`config.mk`:
```
export PLATFORM = sky130hd
export DESIGN_NAME = wolfram_ca
export DESIGN_NICKNAME = d
export VERILOG_FILES = /design/src/rtl/wolfram_ca_pkg.sv /design/src/rtl/wolfram_ca_next_state.sv /design/src/rtl/wolfram_ca.sv
export SDC_FILE = /design/constraint.sdc
export NUM_CORES = 1
export LEC_CHECK = 0
export ABC_CLOCK_PERIOD_IN_PS = 2700
export CORE_MARGIN = 2
export CORE_UTILIZATION = 54
export DETAILED_ROUTE_END_ITERATION = 8
export PLACE_DENSITY_LB_ADDON = 0.3
export SLEW_MARGIN = 0
export SYNTH_ARGS = -nofsm -noshare
export SYNTH_HDL_FRONTEND = slang
export SYNTH_SLANG_ARGS = --single-unit
```
`constraint.sdc`:
```
create_clock -name clk -period 2.7 [get_ports clk]
set_input_delay 0.675 -clock clk [delete_from_list [all_inputs] [get_ports clk]]
set_output_delay 0.675 -clock clk [all_outputs]
set_load 0.1 [all_outputs]
```
`src/rtl/wolfram_ca_pkg.sv`:
```
// wolfram_ca_pkg: shared types and helpers for the elementary cellular automaton.
//   ca_state_t  : controller FSM states (IDLE, RUN)
//   RULE_W      : width of the Wolfram rule byte
//   rule_lookup : output bit of a rule for neighbourhood {l,c,r}. The rule MSB
//                 covers neighbourhood 000, so hex rule names match the
//                 fixed truth-table modules (0x79 == m0x79).
package wolfram_ca_pkg;

  localparam int RULE_W = 8;

  typedef enum logic {
    IDLE = 1'b0,
    RUN  = 1'b1
  } ca_state_t;

  function automatic logic rule_lookup(input logic [RULE_W-1:0] rule,
                                       input logic l, input logic c, input logic r);
    logic [2:0] idx;
    idx = {l, c, r};
    return rule[3'd7 - idx];
  endfunction

endpackage

```
`src/rtl/wolfram_ca_next_state.sv`:
```
// ca_next_state: purely combinational one-generation step of the automaton.
//   state_i    : current cell vector
//   rule_i     : rule byte
//   boundary_i : 0 = wrap-around edges, 1 = fixed-zero edges
//   next_o     : next cell vector
// Cell i sees L = c[i+1], C = c[i], R = c[i-1].
module ca_next_state
  import wolfram_ca_pkg::*;
#(
  parameter int CELLS = 16
) (
  input  logic [CELLS-1:0]  state_i,
  input  logic [RULE_W-1:0] rule_i,
  input  logic              boundary_i,
  output logic [CELLS-1:0]  next_o
);

  for (genvar i = 0; i < CELLS; i++) begin : g_cell
    logic l, r;

    // Only the two end cells need an edge mux; interior cells are plain wiring.
    if (i == CELLS-1) begin : g_l_edge
      assign l = boundary_i ? 1'b0 : state_i[0];
    end else begin : g_l_mid
      assign l = state_i[i+1];
    end

    if (i == 0) begin : g_r_edge
      assign r = boundary_i ? 1'b0 : state_i[CELLS-1];
    end else begin : g_r_mid
      assign r = state_i[i-1];
    end

    assign next_o[i] = rule_lookup(rule_i, l, state_i[i], r);
  end

endmodule

```
`src/rtl/wolfram_ca.sv`:
```
// wolfram_ca: runtime-programmable 1-D elementary cellular automaton.
//   clk, rst_n   : clock (rising edge), async active-low reset
//   rule_i       : rule byte, latched on accepted start
//   boundary_i   : 0 wrap / 1 zero edges, latched on accepted start
//   seed_i       : initial state, loaded on accepted load
//   load_i       : load seed (IDLE only; wins over start)
//   start_i      : begin a run of steps_i generations (IDLE only)
//   steps_i      : generation count, latched on accepted start
//   abort_i      : end a run early, holding state and gen (RUN only)
//   busy_o       : high while in RUN
//   done_o       : one-cycle pulse on normal completion
//   stable_o     : sticky, a generation reproduced its predecessor
//   state_o      : current cell register
//   gen_o        : generations applied since last load/start
module wolfram_ca
  import wolfram_ca_pkg::*;
#(
  parameter int CELLS  = 16,
  parameter int STEP_W = 8
) (
  input  logic              clk,
  input  logic              rst_n,
  input  logic [RULE_W-1:0] rule_i,
  input  logic              boundary_i,
  input  logic [CELLS-1:0]  seed_i,
  input  logic              load_i,
  input  logic              start_i,
  input  logic [STEP_W-1:0] steps_i,
  input  logic              abort_i,
  output logic              busy_o,
  output logic              done_o,
  output logic              stable_o,
  output logic [CELLS-1:0]  state_o,
  output logic [STEP_W-1:0] gen_o
);

  ca_state_t         fsm_q, fsm_d;
  logic [CELLS-1:0]  state_q, state_d, next_state;
  logic [STEP_W-1:0] gen_q, gen_d, steps_q, steps_d;
  logic [RULE_W-1:0] rule_q, rule_d;
  logic              bnd_q, bnd_d;
  logic              stable_q, stable_d;
  logic              done_q, done_d;
  logic              last_gen;

  ca_next_state #(.CELLS(CELLS)) u_next (
    .state_i    (state_q),
    .rule_i     (rule_q),
    .boundary_i (bnd_q),
    .next_o     (next_state)
  );

  // True on the RUN cycle whose update brings gen up to the requested count.
  assign last_gen = (gen_q + STEP_W'(1)) == steps_q;

  // FSM state register
  always_ff @(posedge clk or negedge rst_n) begin
    if (!rst_n) fsm_q <= IDLE;
    else        fsm_q <= fsm_d;
  end

  // FSM next state
  always_comb begin
    fsm_d = fsm_q;
    unique case (fsm_q)
      IDLE: if (!load_i && start_i && steps_i != '0) fsm_d = RUN;
      RUN:  if (abort_i || last_gen)                 fsm_d = IDLE;
      default: fsm_d = IDLE;
    endcase
  end

  // FSM outputs
  always_comb begin
    busy_o = (fsm_q == RUN);
  end

  // Datapath next values
  always_comb begin
    state_d  = state_q;
    gen_d    = gen_q;
    steps_d  = steps_q;
    rule_d   = rule_q;
    bnd_d    = bnd_q;
    stable_d = stable_q;
    done_d   = 1'b0;
    unique case (fsm_q)
      IDLE: begin
        if (load_i) begin
          state_d  = seed_i;
          gen_d    = '0;
          stable_d = 1'b0;
        end else if (start_i) begin
          rule_d   = rule_i;
          bnd_d    = boundary_i;
          steps_d  = steps_i;
          gen_d    = '0;
          stable_d = 1'b0;
          done_d   = (steps_i == '0);
        end
      end
      RUN: begin
        // Abort freezes everything; the update only happens without it.
        if (!abort_i) begin
          state_d  = next_state;
          gen_d    = gen_q + STEP_W'(1);
          stable_d = stable_q | (next_state == state_q);
          done_d   = last_gen;
        end
      end
      default: ;
    endcase
  end

  always_ff @(posedge clk or negedge rst_n) begin
    if (!rst_n) begin
      state_q  <= '0;
      gen_q    <= '0;
      steps_q  <= '0;
      rule_q   <= '0;
      bnd_q    <= 1'b0;
      stable_q <= 1'b0;
      done_q   <= 1'b0;
    end else begin
      state_q  <= state_d;
      gen_q    <= gen_d;
      steps_q  <= steps_d;
      rule_q   <= rule_d;
      bnd_q    <= bnd_d;
      stable_q <= stable_d;
      done_q   <= done_d;
    end
  end

  assign done_o   = done_q;
  assign stable_o = stable_q;
  assign state_o  = state_q;
  assign gen_o    = gen_q;

endmodule

```
==> results.toml, run 1 <==
[status]
status = "finished clean"

[floorplanning]
pin_count = 65
die_y_um = 87.8
die_area_um2 = 7710
dieWidth_um = 87.8
coreArea_um2 = 6790
start_util = 0.558
row_count = 30

[detailed_routing]
ant_nets = 0
wl_per_cell_um = 18.7
wirelength_um = 10000
initialDrtViolationCount = 322
drc = 0
vias = 3406
drtPass1Iterations = 5
viasPerCell = 6.35

[yosys]
synth_largest_area_cell = "dfrtp_1"
avgSynthCellArea_um2 = 9.77
synthCells = 388
synth_edf_count = 0
synth_mux_area_frac = 0.310
synth-simple-area-share = 0.128
synth_compound_gate_area_share = 0.177
synth-seq-area-share = 0.290
synth_area_leaders = "dfrtp_1 (29%), mux4_2 (17%), mux2i_1 (6.3%)"
yosysUniqueCellTypes = 51
ys.flop_type = "dfrtp_1"
ys_warn_count = 0
synthArstFlopShare = 1.00
synth_top_cell_area_share = 0.290
synth_seq_cells = 44
mappedNetlistArea_um2 = 3790
synth-xor-area-share = 0.0323
synth_top_family_by_area = "multiplexers"
synth_nets = 427
synth_fa_ha_area_frac = 0.00330

[clock_network]
h-tree-depth = 2
hold_buffers = 0
cts_tree = "done"
numCtsBuffers = 5
cts_root_buffer = "clkbuf_8"
clk_latency_ps = 310
ctsResizeCount = 0
clkTransAtPathRegs_ps = 90
clock_sinks = 44
clock_path_buffers = 2
cts_setup_buffers = 0

[final_layout]
antenna_cells = 0
fin_nets = 478
area_delta_synth_final_pct = 20.9
layout-drive-gt1-share = 0.255
stdcell_area_um2 = 4580

[setup_path]
path_class = "flip-flop to flip-flop"
cp.arrival_ps = 2650
crit_path_start_kind = "flip-flop"
end_kind = "flip-flop"
cp_max_fo = 13
reg2reg_depth = 7
cp.required_ps = 2950

[pwr]
power_leakage_nw = 1.87
power.density_nw_per_um2 = 829
ir_drop_mv = 0.410

[global_route]
antenna_found_initial = 0
grt_max_degree = 34
grt_pass1_wl_um = 16400
track_usage = 0.274
grt-ovfl-total = 0
grt_pass1_vias = 3301

[timing]
max_freq_ghz = 0.417
final_hold_viol_count = 0
worst_pin_slew_ps = 1040
fin_crit_sh = 0.889
worst_clock_skew_ps = 13.1
rsz0062_at_grt = "false"
min_period_ps = 2400
setup_viol = 0
drv_slew = 0
final.setup.tns_ps = 0
relSlewSlack = 0.301

[placement]
gp_congestion = 0.873
numPortBuffers = 64
dpl_cell_area_um2 = 4460
dpl.hpwl_um = 7120

[run]
maxCapViolCount = 0

[worst_hold_path]
hold_class = "primary input to asynchronous set/reset pin"
[placed cells by master (no fill, tap or decap), drive strengths merged, types with 2 or more instances in the layout]
cell | synthesis | final
a2111oi | 2 | 2
a211o | 2 | 2
a211oi | 18 | 18
a21o | 2 | 2
a21oi | 22 | 22
a22o | 2 | 2
a31o | 2 | 2
a31oi | 6 | 6
and2 | 4 | 4
and3 | 2 | 2
buf | 15 | 48
clkbuf | 25 | 6
clkdlybuf4s50 | 0 | 36
clkinv | 1 | 2
dfrtp | 44 | 44
inv | 9 | 9
mux2 | 22 | 22
mux2i | 24 | 24
mux4 | 30 | 30
nand2 | 41 | 41
nand3 | 7 | 7
nand4 | 3 | 3
nor2 | 12 | 12
nor2b | 19 | 19
nor3 | 2 | 2
nor4 | 3 | 3
o2111ai | 2 | 2
o211ai | 6 | 6
o21ai | 29 | 29
o31ai | 3 | 3
xnor2 | 6 | 6
xor2 | 8 | 8
[layout make-up]
cell class	count	area [um^2]
Clock inverter	2	38.8
Sequential cell	44	1100
Tap cell	96	120
Timing Repair Buffer	84	731
Multi-Input combinational cell	294	2470
Inverter	10	37.5
Fill cell	560	2210
Clock buffer	6	82.6
[worst max-delay path, stage by stage, from the launching register on]
cell and delay, ps:
dfrtp_1 570, buf_4 270, mux4_2 460, mux2i_1 240
xor2_1 210, nand4_1 160, nor4b_2 240, a32o_2 190
[cells by family after synthesis]
kind of cell,after synthesis
buf+inv,50
fa+ha+maj,1
flops,44
mux,76
compound gates,104
xor+xnor,14
simple gates,99
[routing by layer]
metal  track usage  part of all wire  vias up
met5             0                 0        -
met4        0.0895             0.017        0
li1              -                 -     1560
met2         0.436              0.48      162
met3        0.0500             0.077       22
met1         0.381              0.43     1662
[state kept, by name (all words and copies together) (netlist names)]
register,count
stable_o,1
gen_o,8
state_o,16
steps_q,8
busy_o,1
rule_q,8
done_o,1
bnd_q,1
[worst paths after layout]
kind / from / end / slack, ps
max: rule_q[7]$_DFFE_PN0P_ / stable_o$_DFFE_PN0P_ / 300
min: rst_n / steps_q[0]$_DFFE_PN0P_ / 320
max reg2reg: rule_q[7]$_DFFE_PN0P_ / stable_o$_DFFE_PN0P_ / 300
min reg2reg: steps_q[7]$_DFFE_PN0P_ / steps_q[7]$_DFFE_PN0P_ / 540
max in group asynchronous: rst_n / rule_q[0]$_DFFE_PN0P_ / 1790
min in group clk: steps_q[7]$_DFFE_PN0P_ / steps_q[7]$_DFFE_PN0P_ / 540
[metrics by stage]
stage          utilization  hold WS (ps)  total power, mW  worst slack (ps)  std cells
5_1_grt              0.674           345             4.01               199        536
6_report             0.674           321             3.80               300        536
4_1_cts              0.674           334             3.79               299        536
2_1_floorplan            -           379             2.74              32.4        388
3_3_place_gp         0.657           511             3.17               353        528
3_5_place_dp         0.657           516             3.22               239        528
[where the power goes]
group	internal (mW)	total [mW]	switching [mW]
registers	0.775	1.12	0.344
logic	0.951	2.12	1.17
clock network	0.303	0.558	0.255
[cell usage after synthesis, drive strengths merged (3+ instances only)]
cell type / count
a31oi: 6
inv: 9
mux2i: 24
nor2: 12
xor2: 8
a21oi: 22
mux2: 22
nor4: 3
a211oi: 18
nor2b: 19
dfrtp: 44
mux4: 30
clkbuf: 25
nand4: 3
o211ai: 6
o31ai: 3
nand3: 7
nand2: 41
xnor2: 6
o21ai: 29
and2: 4
buf: 15
Note: power is estimated with default switching activity, not from simulation.
==> run 2, diff against run 1 <==
--- a/config.mk
+++ b/config.mk
@@ -5,9 +5,10 @@
 export SDC_FILE = /design/constraint.sdc
 export NUM_CORES = 1
 export LEC_CHECK = 0
-export ABC_CLOCK_PERIOD_IN_PS = 2700
+export ABC_AREA = 1
+export ABC_CLOCK_PERIOD_IN_PS = 2900
 export CORE_MARGIN = 2
-export CORE_UTILIZATION = 54
+export CORE_UTILIZATION = 57
 export DETAILED_ROUTE_END_ITERATION = 8
 export PLACE_DENSITY_LB_ADDON = 0.3
 export SLEW_MARGIN = 0
==> constraint.sdc (replaced) <==
create_clock -name clk -period 2.9 [get_ports clk]
set_input_delay 0.725 -clock clk [delete_from_list [all_inputs] [get_ports clk]]
set_output_delay 0.725 -clock clk [all_outputs]
set_load 0.005 [all_outputs]
==> run 2 against run 1 <==
Hold slack improved by 190 ps; combinational power decreased by 22%; synthesized area decreased by 11%; wire length increased by 1.8%; non-clock buffer count decreased by 17; design area decreased by 11%; global-route usage increased by 5.0 points; synthesized cell count increased by 31%.
==> results.toml, run 2 <==
[final_layout]
area_delta_synth_final_pct = 21.3
fin_nets = 600
antenna_cells = 0
layout_common_cells = "nand2_1 (180), nand3_1 (83), clkdlybuf4s50_1 (63)"
stdcell_area_um2 = 4080
layout_commonest_cell = "nand2_1"
largest_reg_flops = 16
layout-drive-gt1-share = 0.0872

[placement]
gp_congestion = 0.937
numPortBuffers = 64
dpl.hpwl_um = 7140
dpl_cell_area_um2 = 3990

[yosys]
synth_fa_ha_area_frac = 0.00372
synth_compound_gate_area_share = 0.162
synth_nets = 547
synth-seq-area-share = 0.327
mappedNetlistArea_um2 = 3370
synth_seq_cells = 44
synth-simple-area-share = 0.389
synth_largest_area_cell = "dfrtp_1"
avgSynthCellArea_um2 = 6.63
synth_mux_area_frac = 0
synth_top_cell_area_share = 0.327
synth_common_cells = "nand2_1 (180), nand3_1 (83), dfrtp_1 (44)"
synthArstFlopShare = 1.00
yosysUniqueCellTypes = 33
ys.flop_type = "dfrtp_1"
synth_edf_count = 0
synth-xor-area-share = 0.0308
ys_warn_count = 0
synth_area_leaders = "dfrtp_1 (33%), nand2_1 (20%), nand3_1 (12%)"
synthCells = 508
synth_most_common_cell = "nand2_1"
synth_top_family_by_area = "simple AND/OR/NAND/NOR gates"

[detailed_routing]
drtPass1Iterations = 6
wl_met1_um = 4170
ant_nets = 0
wl_met2_um = 4590
highest-signal-layer = "met4"
wl_met3_um = 1150
drc = 0
vias = 3871
wl_per_cell_um = 16.1
initialDrtViolationCount = 593
viasPerCell = 6.11
wirelength_um = 10200

[floorplanning]
coreArea_um2 = 5610
die_y_um = 80.9
die_area_um2 = 6540
pin_count = 65
row_count = 27
dieWidth_um = 80.9
start_util = 0.600

[setup_path]
crit_path_start_kind = "flip-flop"
crit_buf_inv = 1
slowest_stage = "dfrtp_1"
slowest_delay_ps = 650
cp_max_fo = 11
crit_path_cell_trace = "clkdlybuf4s50_1"
path_class = "flip-flop to output port"
crit_family = "flip-flops"
cp.arrival_ps = 1570
cp.required_ps = 2170
end_kind = "output port"

[timing]
min_period_ps = 2300
final.setup.tns_ps = 0
max_freq_ghz = 0.436
drv_slew = 0
final_hold_viol_count = 0
worst_clock_skew_ps = 9.01
relSlewSlack = 0.317
worst_pin_slew_ps = 1020
rsz0062_at_grt = "false"
setup_viol = 0
fin_crit_sh = 0.792

[clock_network]
cts_tree = "done"
clock_sinks = 44
cts_root_buffer = "clkbuf_8"
numCtsBuffers = 5
hold_buffers = 0
cts_setup_buffers = 0
clkTransAtPathRegs_ps = 90
clk_latency_ps = 300
ctsResizeCount = 0
h-tree-depth = 2
clock_path_buffers = 2

[global_route]
grt_max_degree = 45
track_usage = 0.324
grt_pass1_vias = 3452
grt_pass1_wl_um = 16300
antenna_found_initial = 0
grt-ovfl-total = 0

[pwr]
power_leakage_nw = 1.89
ir_drop_mv = 0.389
power.density_nw_per_um2 = 759

[worst_hold_path]
hold_class = "flip-flop to flip-flop"

[status]
status = "finished clean"

[run]
maxCapViolCount = 0
## run 2: cell count changes after synthesis, sizes merged, moves of 19 or more
cell / before / now
nor2b: 19 / 0
mux4: 30 / 0
o211ai: 6 / 26
nand3: 7 / 84
mux2: 22 / 0
mux2i: 24 / 0
clkbuf: 25 / 5
nand2: 41 / 182
inv: 9 / 41
## run 2: cells by family after synthesis
group,count (synthesis)
adders and majority gates,1
xor gates and xnor gates,11
AOI/OAI and AO/OA,87
and+or+nand+nor,303
buffers and inverters,62
DFF,44
## run 2: layout make-up
type | instances | area, um^2
clock buffers | 6 | 82.6
repair buffers | 67 | 658
flip-flops and latches | 44 | 1100
inverters | 41 | 164
clock inverters | 2 | 15.0
fillers | 467 | 1530
multi-input cells | 402 | 1970
well taps | 72 | 90.1
## run 2: worst paths after layout
check | startpoint | endpoint | slack (ps) | depth (start not counted)
worst max-delay path | busy_o$_DFF_PN0_ | busy_o | 600 | 1
worst min-delay path | steps_q[5]$_DFFE_PN0P_ | steps_q[5]$_DFFE_PN0P_ | 510 | 2
worst max register to register | busy_o$_DFF_PN0_ | state_o[2]$_DFFE_PN0P_ | 830 | 6
worst min register to register | steps_q[5]$_DFFE_PN0P_ | steps_q[5]$_DFFE_PN0P_ | 510 | 2
max in group asynchronous | rst_n | rule_q[0]$_DFFE_PN0P_ | 1670 | 1
min in group asynchronous | rst_n | rule_q[1]$_DFFE_PN0P_ | 600 | 1
## run 2: layer usage
metal  global-route usage  vias up
met5                    0        -
li1                     -     1820
met4                0.114        0
met3               0.0700       35
met2                0.494      270
met1                0.456     1746
## run 2: through the flow
stage               setup slack, ps  power, mW  hold slack, ps  utilization  instances
detailed placement              397       2.62             486        0.711        626
global placement                503       2.57             487        0.711        626
floorplan                      1320       2.16             429            -        508
global route                    573       3.34             547        0.728        634
CTS                             622       3.05             510        0.728        634
finish                          604       3.10             509        0.728        634
## run 2: power by group
part           switching (mW)  internal, mW  total [mW]
Clock                   0.230         0.193       0.423
Combinational           0.977         0.669        1.65
Sequential              0.294         0.734        1.03
Total                    1.50          1.60        3.10
## run 2: worst min-delay path, cell delays in order (launching register included)
cell and delay, ps:
dfrtp_1 370, nand2_1 60, nand2_1 50
==> run 3, diff against run 2 <==
--- a/config.mk
+++ b/config.mk
@@ -6,9 +6,9 @@
 export NUM_CORES = 1
 export LEC_CHECK = 0
 export ABC_AREA = 1
-export ABC_CLOCK_PERIOD_IN_PS = 2900
+export ABC_CLOCK_PERIOD_IN_PS = 2000
 export CORE_MARGIN = 2
-export CORE_UTILIZATION = 57
+export CORE_UTILIZATION = 48
 export DETAILED_ROUTE_END_ITERATION = 8
 export PLACE_DENSITY_LB_ADDON = 0.3
 export SLEW_MARGIN = 0
==> constraint.sdc (replaced) <==
create_clock -name clk -period 2 [get_ports clk]
set_input_delay 0.5 -clock clk [delete_from_list [all_inputs] [get_ports clk]]
set_output_delay 0.5 -clock clk [all_outputs]
set_load 0.005 [all_outputs]
==> run 3 against run 2 <==
Cell count rose by 5.4%; clock skew rose by 2.5 ps; combinational power rose by 50%; count of clock-buffer cells in the layout did not move; register-to-register slack got worse by 620 ps; die area rose by 18%; total power rose by 51%; global-route usage fell by 4.3 points; hold slack got worse by 250 ps; largest power group unchanged.
==> results.toml, run 3 (synthesis results as in run 2) <==
[clock_network]
h-tree-depth = 2
clock_sinks = 44
cts_setup_buffers = 0
clk_latency_ps = 320
cts_root_buffer = "clkbuf_8"
cts_tree = "done"
clock_path_buffers = 2
hold_buffers = 0
clkTransAtPathRegs_ps = 100
numCtsBuffers = 5

[placement]
gp_congestion = 0.964
numPortBuffers = 64
dp_cells = 660
dpl.hpwl_um = 7280

[setup_path]
cp.arrival_ps = 1440
cp_max_fo = 9
slowest_stage = "clkdlybuf4s50_1"
end_kind = "output port"
crit_path_start_kind = "flip-flop"
path_class = "flip-flop to output port"
cp.required_ps = 1500
reg2reg_from = "state_o[2]$_DFFE_PN0P_"
path_depth = 1
r2r-end = "stable_o$_DFFE_PN0P_"
slowest_delay_ps = 570
crit_path_cell_trace = "clkdlybuf4s50_1"
crit_buf_inv = 1
r2r_slack_ps = 210
reg2reg_depth = 11
crit_family = "buffers and inverters"

[global_route]
grt-ovfl-total = 0
grt_pass1_wl_um = 17000
grt_max_degree = 45
track_usage = 0.281
antenna_found_initial = 0
grt_pass1_vias = 3539

[detailed_routing]
vias = 3838
drtPass1Iterations = 5
wirelength_um = 10200
wl_per_cell_um = 15.2
ant_nets = 0
initialDrtViolationCount = 356
viasPerCell = 5.75
drc = 0

[floorplanning]
pin_count = 65
coreArea_um2 = 6790
row_count = 30
die_area_um2 = 7700
start_util = 0.496
dieWidth_um = 87.8
die_y_um = 87.8

[timing]
fin_crit_sh = 0.968
rsz0062_at_grt = "false"
max_freq_ghz = 0.517
worst_clock_skew_ps = 11.5
final_hold_viol_count = 0
min_period_ps = 1940
setup_viol = 0
worst_pin_slew_ps = 583
relSlewSlack = 0.611
final.setup.tns_ps = 0
drv_slew = 0

[status]
status = "finished clean"

[final_layout]
fin_nets = 610
final_cells = 668
post-route-util = 0.621
antenna_cells = 0
area_delta_synth_final_pct = 25.3
layout_commonest_cell = "nand2_1"
largest_reg_flops = 16
num-fill-cells = 632
layout-drive-gt1-share = 0.115
layout_common_cells = "nand2_1 (180), nand3_1 (83), clkdlybuf4s50_1 (63)"

[worst_hold_path]
hold_class = "primary input to asynchronous set/reset pin"

[pwr]
ir_drop_mv = 0.431
power_leakage_nw = 1.95
power.density_nw_per_um2 = 1110

[run]
maxCapViolCount = 0
-- run 3: changes by cell type in the layout (fill, tap and decap cells not counted) --
| cell | change |
|---|---|
| buf_4 | +10 |
| bufinv_16 | +1 |
| clkinv_4 | +1 |
| clkinvlp_4 | -2 |
| dfrtp_1 | -7 |
| dfrtp_2 | +7 |
-- run 3: layer usage --
| metal | part of all wire | GRT usage |
|---|---|---|
| met1 | 0.42 | 0.366 |
| met5 | 0 | 0 |
| met4 | 0.029 | 0.126 |
| met3 | 0.083 | 0.0613 |
| met2 | 0.47 | 0.448 |
-- run 3: layout make-up --
class | count | area, um^2 | area share
Clock buffer | 6 | 82.6 | 0.0196
Sequential cell | 44 | 1110 | 0.263
Inverter | 41 | 164 | 0.0388
Multi-Input combinational cell | 402 | 1970 | 0.467
Clock inverter | 2 | 38.8 | 0.00919
Timing Repair Buffer | 77 | 733 | 0.174
Tap cell | 96 | 120 | 0.0285
-- run 3: through the flow --
step	power [mW]	cell area [um^2]	hold slack, ps	worst slack [ps]
floorplan	3.13	3370	204	420
global placement	3.79	4090	484	155
detailed placement	3.86	4090	487	96.1
CTS	4.63	4210	286	10.5
global route	5.05	4220	314	11.5
finish	4.69	4220	256	65.0
-- run 3: power breakdown --
group,internal (mW),total [mW],switching [mW]
clock,0.409,0.766,0.357
sequential,1.08,1.45,0.376
combinational,1.01,2.47,1.46
total,2.49,4.69,2.19
-- run 3: worst max-delay path by stage --
stage / startpoint / end / slack, ps
2_1_floorplan: gen_o[0]$_DFFE_PN0P_ / busy_o$_DFF_PN0_ / 420
3_3_place_gp: abort_i / state_o[7]$_DFFE_PN0P_ / 150
3_5_place_dp: abort_i / state_o[9]$_DFFE_PN0P_ / 100
4_1_cts: state_o[2]$_DFFE_PN0P_ / state_o[2] / 10
5_1_grt: state_o[2]$_DFFE_PN0P_ / stable_o$_DFFE_PN0P_ / 10
6_report: state_o[0]$_DFFE_PN0P_ / state_o[0] / 60
-- run 3: timing repair --
action | in CTS | in global routing
cloned | 0 | 0
gates resized for setup | 1 | 6
setup endpoints to repair | 1 | 6
